`config.mk`:
```
export PLATFORM = sky130hd
export DESIGN_NAME = pio_sm_core
export DESIGN_NICKNAME = d
export VERILOG_FILES = /design/src/rtl/pio_pkg.sv /design/src/rtl/pio_pc_next.sv /design/src/rtl/pio_sm_core.sv
export SDC_FILE = /design/constraint.sdc
export NUM_CORES = 1
export LEC_CHECK = 0
export ABC_AREA = 0
export BUFFER_PORTS_ARGS = -buffer_cell sky130_fd_sc_hd__buf_2
export CELL_PAD_IN_SITES_DETAIL_PLACEMENT = 0
export CELL_PAD_IN_SITES_GLOBAL_PLACEMENT = 2
export CORE_AREA = 2 2 130 158
export DETAILED_ROUTE_END_ITERATION = 16
export DIE_AREA = 0 0 132 160
export PLACE_DENSITY_LB_ADDON = 0.1
export SETUP_SLACK_MARGIN = 0.3
export SLEW_MARGIN = 30
export SYNTH_ARGS = -nofsm -noshare
export SYNTH_HDL_FRONTEND = slang
export SYNTH_SLANG_ARGS = --single-unit
```
`constraint.sdc`:
```
create_clock -name clk -period 4.9 [get_ports clk]
set_clock_uncertainty 0.15 [all_clocks]
set_input_delay 0.735 -clock clk [delete_from_list [all_inputs] [get_ports clk]]
set_output_delay 0.735 -clock clk [all_outputs]
set_load 0.05 [all_outputs]
```
`src/rtl/pio_pkg.sv`:
```
// Shared encodings for the PIO state-machine core: opcodes, JMP conditions,
// SET/MOV operand codes and the execution state enum.
package pio_pkg;

  localparam logic [2:0] OP_JMP  = 3'b000;
  localparam logic [2:0] OP_WAIT = 3'b001;
  localparam logic [2:0] OP_MOV  = 3'b101;
  localparam logic [2:0] OP_SET  = 3'b111;

  localparam logic [2:0] JC_ALWAYS = 3'b000;
  localparam logic [2:0] JC_X_ZERO = 3'b001;
  localparam logic [2:0] JC_X_DEC  = 3'b010;
  localparam logic [2:0] JC_Y_ZERO = 3'b011;
  localparam logic [2:0] JC_Y_DEC  = 3'b100;
  localparam logic [2:0] JC_X_NE_Y = 3'b101;

  localparam logic [2:0] DST_PINS    = 3'b000;
  localparam logic [2:0] DST_X       = 3'b001;
  localparam logic [2:0] DST_Y       = 3'b010;
  localparam logic [2:0] DST_PINDIRS = 3'b100;

  localparam logic [2:0] SRC_PINS = 3'b000;
  localparam logic [2:0] SRC_X    = 3'b001;
  localparam logic [2:0] SRC_Y    = 3'b010;
  localparam logic [2:0] SRC_NULL = 3'b011;

  localparam logic [1:0] MOP_NONE = 2'b00;
  localparam logic [1:0] MOP_INV  = 2'b01;
  localparam logic [1:0] MOP_REV  = 2'b10;

  typedef enum logic [1:0] {
    ST_EXEC  = 2'b00,
    ST_DELAY = 2'b01,
    ST_WAIT  = 2'b10
  } state_e;

endpackage

```
`src/rtl/pio_pc_next.sv`:
```
// Next program counter: hold, taken jump, wrap-window return, or increment.
module pio_pc_next #(
  parameter int ADDR_W = 5
) (
  input  logic [ADDR_W-1:0] pc_i,
  input  logic [ADDR_W-1:0] wrap_top_i,
  input  logic [ADDR_W-1:0] wrap_bottom_i,
  input  logic              jump_taken_i,
  input  logic [ADDR_W-1:0] target_i,
  input  logic              advance_i,
  output logic [ADDR_W-1:0] pc_next_o
);

  // A taken jump bypasses the wrap check entirely
  always_comb begin
    if (!advance_i) begin
      pc_next_o = pc_i;
    end else if (jump_taken_i) begin
      pc_next_o = target_i;
    end else if (pc_i == wrap_top_i) begin
      pc_next_o = wrap_bottom_i;
    end else begin
      pc_next_o = pc_i + ADDR_W'(1);
    end
  end

endmodule

```
`src/rtl/pio_sm_core.sv`:
```
// PIO execution core: fetches one instruction per cycle at pc and executes
// JMP/WAIT/SET/MOV with per-instruction delay and a wrap window.
module pio_sm_core import pio_pkg::*; #(
  parameter int ADDR_W  = 5,
  parameter int DATA_W  = 32,
  parameter int PIN_W   = 8,
  parameter int DELAY_W = 5
) (
  input  logic              clk,
  input  logic              rst,
  input  logic              en,
  input  logic              restart,
  input  logic [ADDR_W-1:0] wrap_top,
  input  logic [ADDR_W-1:0] wrap_bottom,
  input  logic [15:0]       instr,
  input  logic [PIN_W-1:0]  pins_in,
  output logic [ADDR_W-1:0] pc,
  output logic [PIN_W-1:0]  pins_out,
  output logic [PIN_W-1:0]  pins_oe,
  output logic              stalled
);

  state_e              state_q, state_d;
  logic [ADDR_W-1:0]   pc_q, pc_d, pc_nxt_s;
  logic [DATA_W-1:0]   x_q, x_d, y_q, y_d;
  logic [PIN_W-1:0]    pins_out_q, pins_out_d, pins_oe_q, pins_oe_d;
  logic [DELAY_W-1:0]  cnt_q, cnt_d;
  logic                stalled_q, stalled_d;

  logic [2:0]          opcode_s, field_s, mov_src_s;
  logic [1:0]          mov_op_s;
  logic [DELAY_W-1:0]  delay_s;
  logic [4:0]          wait_idx_s;
  logic                wait_pin_s, wait_met_s;
  logic [DATA_W-1:0]   mov_src_v_s, mov_rev_s, mov_val_s;
  logic                complete_s, jump_taken_s;

  assign opcode_s   = instr[15:13];
  assign delay_s    = instr[8+DELAY_W-1:8];
  assign field_s    = instr[7:5];
  assign mov_op_s   = instr[4:3];
  assign mov_src_s  = instr[2:0];
  assign wait_idx_s = 5'(32'(instr[4:0]) % PIN_W);
  assign wait_met_s = (wait_pin_s == instr[7]);

  // Select the pin a WAIT is watching (index already reduced mod PIN_W)
  always_comb begin
    wait_pin_s = 1'b0;
    for (int i = 0; i < PIN_W; i++) begin
      wait_pin_s = (32'(wait_idx_s) == i) ? pins_in[i] : wait_pin_s;
    end
  end

  // MOV operand path: source select, then optional invert / bit-reverse
  always_comb begin
    case (mov_src_s)
      SRC_PINS: mov_src_v_s = DATA_W'(pins_in);
      SRC_X:    mov_src_v_s = x_q;
      SRC_Y:    mov_src_v_s = y_q;
      SRC_NULL: mov_src_v_s = '0;
      default:  mov_src_v_s = '0;
    endcase
    for (int i = 0; i < DATA_W; i++) begin
      mov_rev_s[i] = mov_src_v_s[DATA_W-1-i];
    end
    case (mov_op_s)
      MOP_NONE: mov_val_s = mov_src_v_s;
      MOP_INV:  mov_val_s = ~mov_src_v_s;
      MOP_REV:  mov_val_s = mov_rev_s;
      default:  mov_val_s = mov_src_v_s;
    endcase
  end

  pio_pc_next #(.ADDR_W(ADDR_W)) u_pc_next (
    .pc_i          (pc_q),
    .wrap_top_i    (wrap_top),
    .wrap_bottom_i (wrap_bottom),
    .jump_taken_i  (jump_taken_s),
    .target_i      (instr[ADDR_W-1:0]),
    .advance_i     (complete_s),
    .pc_next_o     (pc_nxt_s)
  );

  // Next-state and execute logic; complete_s means the instruction retires
  always_comb begin
    state_d      = state_q;
    x_d          = x_q;
    y_d          = y_q;
    pins_out_d   = pins_out_q;
    pins_oe_d    = pins_oe_q;
    cnt_d        = cnt_q;
    complete_s   = 1'b0;
    jump_taken_s = 1'b0;
    if (restart) begin
      state_d = ST_EXEC;
      x_d     = '0;
      y_d     = '0;
      cnt_d   = '0;
    end else if (en) begin
      case (state_q)
        ST_EXEC: begin
          case (opcode_s)
            OP_JMP: begin
              complete_s = 1'b1;
              case (field_s)
                JC_ALWAYS: jump_taken_s = 1'b1;
                JC_X_ZERO: jump_taken_s = (x_q == '0);
                JC_X_DEC: begin
                  jump_taken_s = (x_q != '0);
                  x_d          = x_q - DATA_W'(1);
                end
                JC_Y_ZERO: jump_taken_s = (y_q == '0);
                JC_Y_DEC: begin
                  jump_taken_s = (y_q != '0);
                  y_d          = y_q - DATA_W'(1);
                end
                JC_X_NE_Y: jump_taken_s = (x_q != y_q);
                default:   jump_taken_s = 1'b0;
              endcase
            end
            OP_WAIT: begin
              if (wait_met_s) begin
                complete_s = 1'b1;
              end else begin
                state_d = ST_WAIT;
              end
            end
            OP_SET: begin
              complete_s = 1'b1;
              case (field_s)
                DST_PINS:    pins_out_d[4:0] = instr[4:0];
                DST_X:       x_d = DATA_W'(instr[4:0]);
                DST_Y:       y_d = DATA_W'(instr[4:0]);
                DST_PINDIRS: pins_oe_d[4:0] = instr[4:0];
                default:     x_d = x_q;
              endcase
            end
            OP_MOV: begin
              complete_s = 1'b1;
              case (field_s)
                DST_PINS: pins_out_d = mov_val_s[PIN_W-1:0];
                DST_X:    x_d = mov_val_s;
                DST_Y:    y_d = mov_val_s;
                default:  x_d = x_q;
              endcase
            end
            default: complete_s = 1'b1;
          endcase
        end
        ST_WAIT: begin
          if (wait_met_s) begin
            complete_s = 1'b1;
          end else begin
            complete_s = 1'b0;
          end
        end
        ST_DELAY: begin
          cnt_d = cnt_q - DELAY_W'(1);
          if (cnt_q == DELAY_W'(1)) begin
            state_d = ST_EXEC;
          end else begin
            state_d = ST_DELAY;
          end
        end
        default: state_d = ST_EXEC;
      endcase
      if (complete_s) begin
        if (delay_s != '0) begin
          state_d = ST_DELAY;
          cnt_d   = delay_s;
        end else begin
          state_d = ST_EXEC;
          cnt_d   = '0;
        end
      end else begin
        cnt_d = cnt_d;
      end
    end else begin
      state_d = state_q;
    end
    stalled_d = (state_d != ST_EXEC);
  end

  assign pc_d = restart ? wrap_bottom : pc_nxt_s;

  // State registers
  always_ff @(posedge clk or posedge rst) begin
    if (rst) begin
      state_q    <= ST_EXEC;
      pc_q       <= '0;
      x_q        <= '0;
      y_q        <= '0;
      pins_out_q <= '0;
      pins_oe_q  <= '0;
      cnt_q      <= '0;
      stalled_q  <= 1'b0;
    end else begin
      state_q    <= state_d;
      pc_q       <= pc_d;
      x_q        <= x_d;
      y_q        <= y_d;
      pins_out_q <= pins_out_d;
      pins_oe_q  <= pins_oe_d;
      cnt_q      <= cnt_d;
      stalled_q  <= stalled_d;
    end
  end

  assign pc       = pc_q;
  assign pins_out = pins_out_q;
  assign pins_oe  = pins_oe_q;
  assign stalled  = stalled_q;

endmodule

```
# == Word-level counts from Yosys, hierarchy flattened ==
# Cells that the tools add are included.
# op_classes
eq_ne,31
muxes,56
bitwise_logic,2
n_addsub,4
n_reduce_logical,23
# ops
op,n
$mux 32,12
$pmux 32 s3,3
$logic_not 32->1,2
$pmux 32 s2,1
$reduce_bool 32->1,2
$sub 32x1->32 const B,2
$mux 5,11
$ne 32x32->1,1
$not 32->32,1
$eq 3x3->1 const B,8
$mux 1,20
$reduce_and 6->1,3
$eq 3x2->1 const B,4
$ne 3x3->1 const B,4
$mux 2,5
$pmux 5 s2,1
$reduce_and 5->1,2
$reduce_bool 2->1,5
$eq 3x1->1 const B,3
$logic_not 3->1,3
$ne 3x2->1 const B,2
$pmux 1 s6,1
$pmux 2 s3,1
$add 5x1->5 const B,1
other kinds (15),18
# totals
reg_bits,90
output_inout_bits,22
in_bits,38
wordCells,125

# == Logic depth before layout (Yosys ltp) ==
# Gate-level depths: netlist of run 1.
# logic_depth
word_depth,19
ltp_mapped,11
depth_no_buf,9

# == By module ==
# A second synthesis of run 1 with hierarchy kept.
# hier_totals
cells_unflattened,985
area_unflattened_um2,7828.8
# modules_own_cells
mod,instances,area_each_um2,cells_per_inst,seq_area_each_um2
pio_sm_core,1,7458.4,935,2252.2
pio_pc_next,1,370.4,50,0.0

# == Worst setup path after synthesis of run 1 ==
# No wires, ideal clock.
# synth_timing
path_kind,input to register
start,input port instr[1]
end,register x_q[4]
t_arrival_ns,2.793
required_time_ns,4.656
slack_ns,1.863
cell_stages,9
setup_time_ns,0.094
n_path_buf,2
cell_sequence,clkbuf_1 -> nor3b_1 -> clkbuf_1 -> a22oi_1 -> o21ai_1 -> o21bai_1 -> o21a_1 -> a41o_1 -> a211oi_1
# synth_between
elab_chain_len,9
word_cells_on_any_way,11
classes_between,eq/ne: 2; mux: 7; bitwise: 1; reduce/logical: 1
# synth_rtl
item,line,source
"start, declared",pio_sm_core.sv:15,"input logic [15:0] instr,"
$eq 3x2->1 (tied with other cells),pio_sm_core.sv:56,case (mov_src_s)
$pmux 32 s3 *,pio_sm_core.sv:56,
$not 32->32,pio_sm_core.sv:68,MOP_INV: mov_val_s = ~mov_src_v_s;
$pmux 32 s2 *,pio_sm_core.sv:66,case (mov_op_s)
$mux 32 *,pio_sm_core.sv:140,case (field_s)
$pmux 32 s3 *,pio_sm_core.sv:102,case (opcode_s)
$mux 32 *,pio_sm_core.sv:100,case (state_q)
$mux 32 *,pio_sm_core.sv:99,end else if (en) begin
$mux 32 *,pio_sm_core.sv:94,if (restart) begin
"end signal, assigned",pio_sm_core.sv:191,x_q <= '0;
"end signal, assigned",pio_sm_core.sv:200,x_q <= x_d;
"end, declared",pio_sm_core.sv:25,"logic [DATA_W-1:0] x_q, x_d, y_q, y_d;"
# Every way passes the cells marked *; elsewhere a longest branch is shown, timed or not. The select of a mux whose other input is x is not followed.
# A chain may end at the register's enable or synchronous reset.

# == Worst setup path in the final report of run 1 ==
# layout_timing
start,register x_q[10]
end,register x_q[29]
# layout_between
elab_chain_len,6
# layout_rtl
item,line,source
$sub 32x1->32,pio_sm_core.sv:110,x_d = x_q - DATA_W'(1);
$mux 32,pio_sm_core.sv:105,case (field_s)
$pmux 32 s3,pio_sm_core.sv:102,
$mux 32,pio_sm_core.sv:100,
$mux 32,pio_sm_core.sv:99,
$mux 32,pio_sm_core.sv:94,
# Every way passes these cells. The select of a mux whose other input is x is not followed.

==> results of run 1 <==
## critical path, cell delays in order, from the launching register on
cell and delay (ps):
dfrtp_1 490, or4_1 600, nor4_1 520, nand4_1 560, nor2_1 560, nand3_1 130
a21oi_1 180, nor3_1 70
## cell families after synthesis
group | share of synthesized area (%)
flip-flops | 30.0
AO/OA/AOI/OAI | 32.7
XOR/XNOR | 4.66
buffers and inverters | 6.41
multiplexers | 3.61
adder cells (fa/ha/maj) | 1.50
other | 0.0499
AND/OR/NAND/NOR | 21.2
## power groups by stage
stage | Sequential, mW | Combinational, mW | Clock (mW)
finish | 0.857 | 0.737 | 0.784
CTS | 0.856 | 0.736 | 0.793
floorplan | 0.894 | 0.486 | 0
global placement | 0.871 | 0.737 | 0
detailed placement | 0.871 | 0.732 | 0
global route | 0.865 | 0.806 | 0.823
## sequential cells by signal, summed over array words and instances (netlist names)
name / count
cnt_q: 5
pc: 5
pins_oe: 5
pins_out: 8
stalled: 1
state_q: 2
x_q: 32
y_q: 32
## final cells by class
type,count,area share (%)
multi-input cells,780,58.5
clock buffers,12,2.87
flip-flops and latches,90,27.3
clock inverters,4,0.926
repair buffers,74,5.04
inverters,27,1.26
well taps,265,4.02
## how the worst min path moves through the flow
stage                           start     endpoint  slack (ps)
after CTS                 pins_out[2]  pins_out[2]         330
after floorplan              cnt_q[1]     cnt_q[1]         320
final                     pins_out[2]  pins_out[2]         330
after global placement    pins_out[2]  pins_out[2]         310
after global routing      pins_out[2]  pins_out[2]         340
after detailed placement  pins_out[2]  pins_out[2]         320
## placed cells by master (no fill, tap or decap), drive strengths merged, types with 27 or more instances in the layout
| cell type | n |
|---|---|
| a211oi | 27 |
| a21oi | 112 |
| a22oi | 27 |
| buf | 74 |
| dfrtp | 90 |
| nand2 | 63 |
| nor2 | 95 |
| nor3 | 41 |
| o21ai | 112 |
| xor2 | 37 |
## metal layers
layer,routed length (µm),part of all wire (%),global-route usage [%],up-vias
met2,13900,48,45.2,261
met3,1340,4.6,2.44,60
met4,1360,4.7,13.8,0
met1,12500,43,36.8,3786
met5,0,0,0,-
li1,-,-,-,3664
## per-stage QoR
step	utilization [%]	instance area [µm²]	worst slack, ps	power, mW	hold slack, ps
after floorplan	-	7530	1680	1.38	322
after global placement	40.1	7920	1530	1.61	311
after detailed placement	40.1	7920	1520	1.60	318
after CTS	41.7	8230	1540	2.39	334
after global routing	41.7	8240	1380	2.49	343
final	41.7	8240	1500	2.38	327
==> results.json, run 1 <==
{
  "status": "completed",
  "worst_pin_slew_ps": 925,
  "cts_tree": "done",
  "synth_edf_count": 0,
  "synth_top_cell_by_area": "dfrtp_1",
  "hp-class": "flop to flop",
  "powerDensity_nw_per_um2": 289,
  "max-slew-margin-rel_pct": 38.2,
  "dieArea_um2": 21100,
  "p_clk_share_pct": 33.0,
  "gp_congestion": 0.913,
  "period_minus_slack_ps": 3400,
  "max_freq_ghz": 0.294,
  "final.fill_count": 2131,
  "yosys-top-cells-count": "a21oi_1, o21ai_0, nor2_1, dfrtp_1, clkbuf_1",
  "via_count": 7771,
  "die_width_um": 132,
  "crit_fanout": 8,
  "arrival_ps": 3480,
  "rows": 57,
  "cp_data_required_time_ps": 4980,
  "post-route-drc-count": 0,
  "ys_seq_area_share_pct": 30.0,
  "finalCritPeriodShare_pct": 69.4,
  "grt_pass1_vias": 7346,
  "start_util_pct": 38.1,
  "numPortBuffers": 56,
  "vias_per_cell": 6.21,
  "firstDrtPassIters": 5,
  "dp.final_hpwl_um": 21000,
  "setup-tns-final_ps": 0,
  "multi_input_area_um2": 4820,
  "dp_cells": 1236,
  "root_buffer": "clkbuf_16",
  "num_io_pins": 60,
  "r2r_slack_ps": 1500,
  "crit_path_end_kind": "flop",
  "synth_area_leaders": "dfrtp_1, a21oi_1, o21ai_0, nor2_1, xor2_1",
  "rsz0062_at_grt": "no",
  "p_sw_mw": 0.901,
  "synth-async-reset-ratio_pct": 100,
  "first_iter_violations": 804,
  "synth_most_common_cell": "a21oi_1",
  "routed_wl_um": 29100,
  "cts_sinks": 90,
  "antenna_found_initial": 0,
  "routedWlPerCell_um": 23.3,
  "yosysTopAreaCellShare_pct": 30.0,
  "grtUsageTotal_pct": 27.7,
  "seqPwrFrac_pct": 36.0,
  "clockBufferDepth": 2,
  "cts_inserted_buffers": 9,
  "p_comb_share_pct": 31.0,
  "ys_ff_latch": 90,
  "clk_pin_slew_worst_paths_ps": 70,
  "yosysWarnings": 0,
  "register_area_um2": 2250,
  "endpoint": "x_q[29]",
  "switching_share_pct": 37.9,
  "drive_gt1_share_pct": 12.3,
  "slew_violations": 0,
  "leakage_nw": 3.59,
  "synthCells": 989,
  "die_h_um": 160,
  "hold_path_depth": 2,
  "gr-total-overflow": 0,
  "htreeDepth": 3,
  "grt_pass1_wl_um": 45300,
  "grt_max_degree": 71,
  "peakVddDrop_mv": 0.166,
  "diodes": 0,
  "setup_viol": 0,
  "instances_no_fill": 1252,
  "syn_avg_cell_area_um2": 7.60,
  "cap_violations": 0,
  "r2r-end": "x_q[29]",
  "p_int_mw": 1.48,
  "critical_path_class": "flop to flop",
  "ctsHoldBuffers": 0,
  "yosysUniqueCellTypes": 74,
  "cts_setup_buffers": 0,
  "final-hold-violation-count": 0,
  "cp-start-kind": "flop",
  "area_delta_synth_final_pct": 9.57,
  "drtAntennaViolNets": 0,
  "r2r-start": "x_q[10]",
  "core_um2": 19800,
  "crit_path_start": "x_q[10]",
  "insertion_delay_ps": 370,
  "ctsResizeCount": 0,
  "ff2ff_path_depth": 7,
  "layout.nets": 1029,
  "netlist_area_um2": 7520,
  "synth_flop_cell": "dfrtp_1"
}
No activity file was read; power rests on OpenSTA's default activity.
==> run 2: changes to the inputs <==
--- a/config.mk
+++ b/config.mk
@@ -9,9 +9,9 @@
 export BUFFER_PORTS_ARGS = -buffer_cell sky130_fd_sc_hd__buf_2
 export CELL_PAD_IN_SITES_DETAIL_PLACEMENT = 0
 export CELL_PAD_IN_SITES_GLOBAL_PLACEMENT = 2
-export CORE_AREA = 2 2 130 158
+export CORE_AREA = 2 2 141 171
 export DETAILED_ROUTE_END_ITERATION = 16
-export DIE_AREA = 0 0 132 160
+export DIE_AREA = 0 0 143 173
 export PLACE_DENSITY_LB_ADDON = 0.1
 export SETUP_SLACK_MARGIN = 0.3
 export SLEW_MARGIN = 30
==> constraint.sdc (replaced) <==
create_clock -name clk -period 3.11 [get_ports clk]
set_clock_uncertainty 0.15 [all_clocks]
set_input_delay 0.4665 -clock clk [delete_from_list [all_inputs] [get_ports clk]]
set_output_delay 0.4665 -clock clk [all_outputs]
set_load 0.05 [all_outputs]
==> run 2 against run 1 <==
Fmax increased by 18%. Design area increased by 9.2%. Combinational power increased by 79%. Utilization decreased by 2.6 points. Wire length increased by 8.3%. First-iteration DRC count decreased by 24%. Sequential power increased by 54%. Critical path type unchanged. Largest power group unchanged. Highest routed layer unchanged.
==> results.json, run 2 (same netlist as run 1, synthesis figures left out) <==
{
  "cp-start-kind": "flop",
  "vias_per_cell": 5.84,
  "first_iter_violations": 609,
  "whs_ps": 226,
  "hp-class": "primary input to flop",
  "final_cell_mix": "a21oi_1, o21ai_0, nor2_1",
  "instances_no_fill": 1379,
  "cts_tree": "done",
  "grtUsageTotal_pct": 25.3,
  "crit_fanout": 10,
  "post-route-util_pct": 39.1,
  "routedWlPerCell_um": 22.9,
  "status": "completed",
  "drtAntennaViolNets": 0,
  "worst_pin_slew_ps": 755,
  "dieArea_um2": 24700,
  "cp_data_required_time_ps": 3230,
  "gp_congestion": 0.867,
  "final_common_cell": "a21oi_1",
  "critical_path_class": "flop to flop",
  "htreeDepth": 3,
  "cap_violations": 0,
  "grt_max_degree": 49,
  "powerDensity_nw_per_um2": 438,
  "period_minus_slack_ps": 2880,
  "cts_sinks": 90,
  "start_util_pct": 32.7,
  "layout.nets": 1106,
  "finalCritPeriodShare_pct": 92.5,
  "num_io_pins": 60,
  "max_freq_ghz": 0.348,
  "setup-tns-final_ps": 0,
  "slew_violations": 0,
  "fin_ws_ps": 233,
  "routed_wl_um": 31500,
  "place_ws_ps": 176,
  "rsz0062_at_grt": "yes",
  "via_count": 8051,
  "firstDrtPassIters": 6,
  "crit_path_end_kind": "flop",
  "setup_viol": 0,
  "leakage_nw": 4.01,
  "drive_gt1_share_pct": 19.2,
  "post-route-drc-count": 0,
  "peakVddDrop_mv": 0.281,
  "grt_pass1_wl_um": 47900,
  "root_buffer": "clkbuf_16",
  "gr-total-overflow": 0,
  "dp_cells": 1359,
  "final-hold-violation-count": 0,
  "area_delta_synth_final_pct": 19.6,
  "cts_inserted_buffers": 9,
  "clk_pin_slew_worst_paths_ps": 70,
  "insertion_delay_ps": 360,
  "dp.final_hpwl_um": 23300,
  "arrival_ps": 3000,
  "diodes": 0,
  "core_um2": 23000,
  "max-slew-margin-rel_pct": 49.5,
  "numPortBuffers": 56,
  "die_h_um": 173,
  "grt_pass1_vias": 7849,
  "antenna_found_initial": 0,
  "die_width_um": 143,
  "clockBufferDepth": 2,
  "rows": 61
}
run 2: layout make-up:
type	instances	area, µm²
fill	2428	14000
multi-input combinational	780	4840
inverter	27	105
sequential	90	2250
clock buffer	11	233
timing repair buffer	151	1060
clock inverter	5	103
tap	315	394
run 2: timing repair:
item	4_1_cts	5_1_grt
resized for setup	2	4
endpoints found under the setup margin	5	11
hold endpoints to repair	12	0
pin swaps	0	1
hold buffers	1	0
setup buffers	1	2
run 2: power breakdown:
group          internal (mW)  leakage (nW)  switching [mW]
clock                  0.786         0.160           0.507
sequential              1.24          1.22          0.0831
combinational          0.480          2.63           0.840
run 2: path summary, 6_finish.rpt:
path,cells after the start,to,startpoint,slack [ps]
max reg2reg,7,pc[1],x_q[10],230
max in group asynchronous,4,x_q[18],rst,1750
min in group asynchronous,3,pins_oe[2],rst,490
max,7,pc[1],x_q[10],230
min reg2reg,2,pins_out[7],pins_out[7],330
min,3,pc[4],wrap_bottom[4],230
run 2: routing by layer:
metal	routed length [µm]	share of wire, %	up-vias	global-route usage [%]
li1	-	-	3797	-
met1	13600	43	3969	32.0
met2	15400	49	235	43.8
met3	1300	4.1	50	2.88
met4	1250	4.0	0	9.78
met5	0	0	-	0
run 2: metrics by stage:
stage / power (mW) / area, µm²
6_report: 3.93 / 8990
5_1_grt: 4.14 / 8990
4_1_cts: 3.94 / 8960
3_5_place_dp: 2.64 / 8600
3_3_place_gp: 2.64 / 8600
2_1_floorplan: 2.18 / 7550
run 2: worst max-delay path, stage by stage (launching register included):
cell	delay, ps
dfrtp_1	390
or4_4	540
or4_4	470
or4_4	550
o211ai_2	200
a311oi_4	120
buf_6	170
a211oi_2	200
==> run 3: changes to the inputs <==
--- a/config.mk
+++ b/config.mk
@@ -5,13 +5,13 @@
 export SDC_FILE = /design/constraint.sdc
 export NUM_CORES = 1
 export LEC_CHECK = 0
-export ABC_AREA = 0
+export ABC_AREA = 1
 export BUFFER_PORTS_ARGS = -buffer_cell sky130_fd_sc_hd__buf_2
 export CELL_PAD_IN_SITES_DETAIL_PLACEMENT = 0
 export CELL_PAD_IN_SITES_GLOBAL_PLACEMENT = 2
-export CORE_AREA = 2 2 141 171
+export CORE_AREA = 2 2 148 179
 export DETAILED_ROUTE_END_ITERATION = 16
-export DIE_AREA = 0 0 143 173
+export DIE_AREA = 0 0 150 181
 export PLACE_DENSITY_LB_ADDON = 0.1
 export SETUP_SLACK_MARGIN = 0.3
 export SLEW_MARGIN = 30
==> run 3 against run 2 <==
Wire length is 0.54% higher. Sequential share of layout area grew 0.67 points. Combinational power rose by 130%. Critical path depth rose by 6. Total power grew 50%. Sequential cell count unchanged. Highest routed layer unchanged. Clock power fell by 12%. Via count grew 4.0%. Die area grew 9.7%. Largest power group is now combinational logic.
==> results.json, run 3 <==
{
  "rsz0062_at_grt": "no",
  "final-hold-violation-count": 0,
  "cp_data_required_time_ps": 3190,
  "routed_wl_um": 31700,
  "leakage_nw": 4.04,
  "post-route-drc-count": 0,
  "layout.nets": 1291,
  "r2r-end": "x_q[26]",
  "yosysUniqueCellTypes": 51,
  "cp-start-kind": "flop",
  "core_um2": 25300,
  "die_width_um": 150,
  "synth_most_common_cell": "nand2_1",
  "num_io_pins": 60,
  "gr-total-overflow": 0,
  "drtAntennaViolNets": 0,
  "grt_pass1_vias": 8341,
  "max_freq_ghz": 0.389,
  "ys_seq_area_share_pct": 29.0,
  "finalCritPeriodShare_pct": 82.7,
  "cts_tree": "done",
  "crit_fanout": 7,
  "final.fill_count": 2886,
  "synth-async-reset-ratio_pct": 100,
  "clockBufferDepth": 2,
  "syn_avg_cell_area_um2": 6.47,
  "critical-path-max-stage-delay_ps": 400,
  "firstDrtPassIters": 5,
  "period_minus_slack_ps": 2570,
  "yosysWarnings": 0,
  "drive_gt1_share_pct": 15.6,
  "htreeDepth": 3,
  "cp_slowest_cell": "dfrtp_1",
  "yosysTopAreaCellShare_pct": 29.0,
  "peakVddDrop_mv": 0.253,
  "r2r_slack_ps": 540,
  "start_util_pct": 30.7,
  "hp-class": "primary input to async pin",
  "final_common_cell": "nand2_1",
  "diodes": 0,
  "gp_congestion": 0.805,
  "synthCells": 1199,
  "max-slew-margin-rel_pct": 50.4,
  "synth_area_leaders": "dfrtp_1, nand2_1, nand3_1, nor2_1, inv_1",
  "setup_viol": 0,
  "area_delta_synth_final_pct": 12.9,
  "grt_max_degree": 50,
  "antenna_found_initial": 0,
  "dp.final_hpwl_um": 23500,
  "dieArea_um2": 27200,
  "yosys-top-cells-count": "nand2_1, nor2_1, inv_1, nand3_1, dfrtp_1",
  "clk_pin_slew_worst_paths_ps": 70,
  "ctsHoldBuffers": 0,
  "slew_violations": 0,
  "powerDensity_nw_per_um2": 674,
  "vias_per_cell": 5.31,
  "critical_path_class": "flop to flop",
  "worst_pin_slew_ps": 743,
  "via_count": 8377,
  "final_cell_area_um2": 8760,
  "netlist_area_um2": 7760,
  "cp_cell_sequence": "inv_1, ha_1, nand2_1, nor2_2, inv_2, nor2_4, nand2_2, inv_2, nand2_1, nor2_1, o21ai_0, a21oi_1, o22ai_1",
  "cts_inserted_buffers": 9,
  "cts_sinks": 90,
  "status": "completed",
  "cap_violations": 0,
  "ff2ff_path_depth": 13,
  "setup-tns-final_ps": 0,
  "grt_pass1_wl_um": 50000,
  "root_buffer": "clkbuf_16",
  "synth_edf_count": 0,
  "grtUsageTotal_pct": 24.2,
  "r2r-start": "x_q[1]",
  "crit_path_end_kind": "flop",
  "die_h_um": 181,
  "final_cell_mix": "nand2_1, nor2_1, inv_1",
  "rows": 64,
  "synth_flop_cell": "dfrtp_1",
  "crit_path_start": "x_q[1]",
  "ys_ff_latch": 90,
  "routedWlPerCell_um": 20.1,
  "post_dp_cell_area_um2": 8420,
  "arrival_ps": 2660,
  "numPortBuffers": 56,
  "insertion_delay_ps": 360,
  "first_iter_violations": 590,
  "synth_top_cell_by_area": "dfrtp_1"
}
==> run 3: where the power goes <==
group	switching, mW	internal, mW
Sequential	0.314	1.41
Combinational	2.10	0.945
Clock	0.520	0.608
==> run 3: what timing repair did <==
| action | CTS | global route |
|---|---|---|
| hold endpoints to repair | 0 | 0 |
| pin swaps | 0 | 1 |
| resized for setup | 1 | 7 |
| buffers inserted | 0 | 3 |
| setup endpoints to repair | 3 | 9 |
==> run 3: worst max-delay path by stage <==
stage | slack, ps | cells after the start | end
after floorplan | 1060 | 7 | x_q[13]
after global placement | 150 | 13 | x_q[26]
after detailed placement | 200 | 13 | x_q[26]
after CTS | 380 | 13 | x_q[26]
after global routing | 310 | 16 | pc[2]
final | 540 | 13 | x_q[26]
==> run 3: area by class of cell <==
type | instances | area, µm² | share of cell area, %
multi-input combinational | 908 | 4710 | 53.8
timing repair buffer | 87 | 538 | 6.14
sequential | 90 | 2250 | 25.7
clock inverter | 2 | 10.0 | 0.114
inverter | 148 | 561 | 6.40
clock buffer | 14 | 274 | 3.13
tap | 330 | 413 | 4.71
==> run 3: critical path: cells and delay by family, from the launching register on <==
kind / cells / cell delay [ps]
AND/OR/NAND/NOR: 6 / 950
adder cells (fa/ha/maj): 1 / 200
buffers and inverters: 3 / 410
flip-flops: 1 / 400
AO/OA/AOI/OAI: 3 / 340
==> run 3: layer usage <==
metal / share of wire, % / track usage (%) / wire (µm) / vias to the layer above
li1: - / - / - / 4190
met3: 3.4 / 2.70 / 1070 / 40
met2: 48 / 39.1 / 15200 / 196
met1: 46 / 33.1 / 14500 / 3951
met5: 0 / 0 / 0 / -
met4: 3.0 / 8.94 / 963 / 0
==> run 3: cell families (layout without fill, tap and decap cells) <==
family / Yosys count / after routing / synth area share (%)
xor+xnor: 15 / 15 / 1.69
flops: 90 / 90 / 29.0
fa+ha+maj: 9 / 9 / 1.45
simple gates: 579 / 579 / 32.6
other cells: 1 / 3 / 0.0483
compound gates: 298 / 298 / 23.9
mux: 4 / 4 / 0.564
buf+inv: 203 / 251 / 10.7
==> run 3: metrics by stage <==
stage,hold slack [ps],std cells,utilization [%],total power [mW],setup WS (ps)
after global routing,112,1579,34.6,6.42,308
after detailed placement,330,1560,33.3,4.74,199
after floorplan,365,1201,-,3.76,1060
final,60.3,1579,34.6,5.90,538
after global placement,329,1560,33.3,4.77,154
after CTS,86.8,1576,34.4,5.90,384
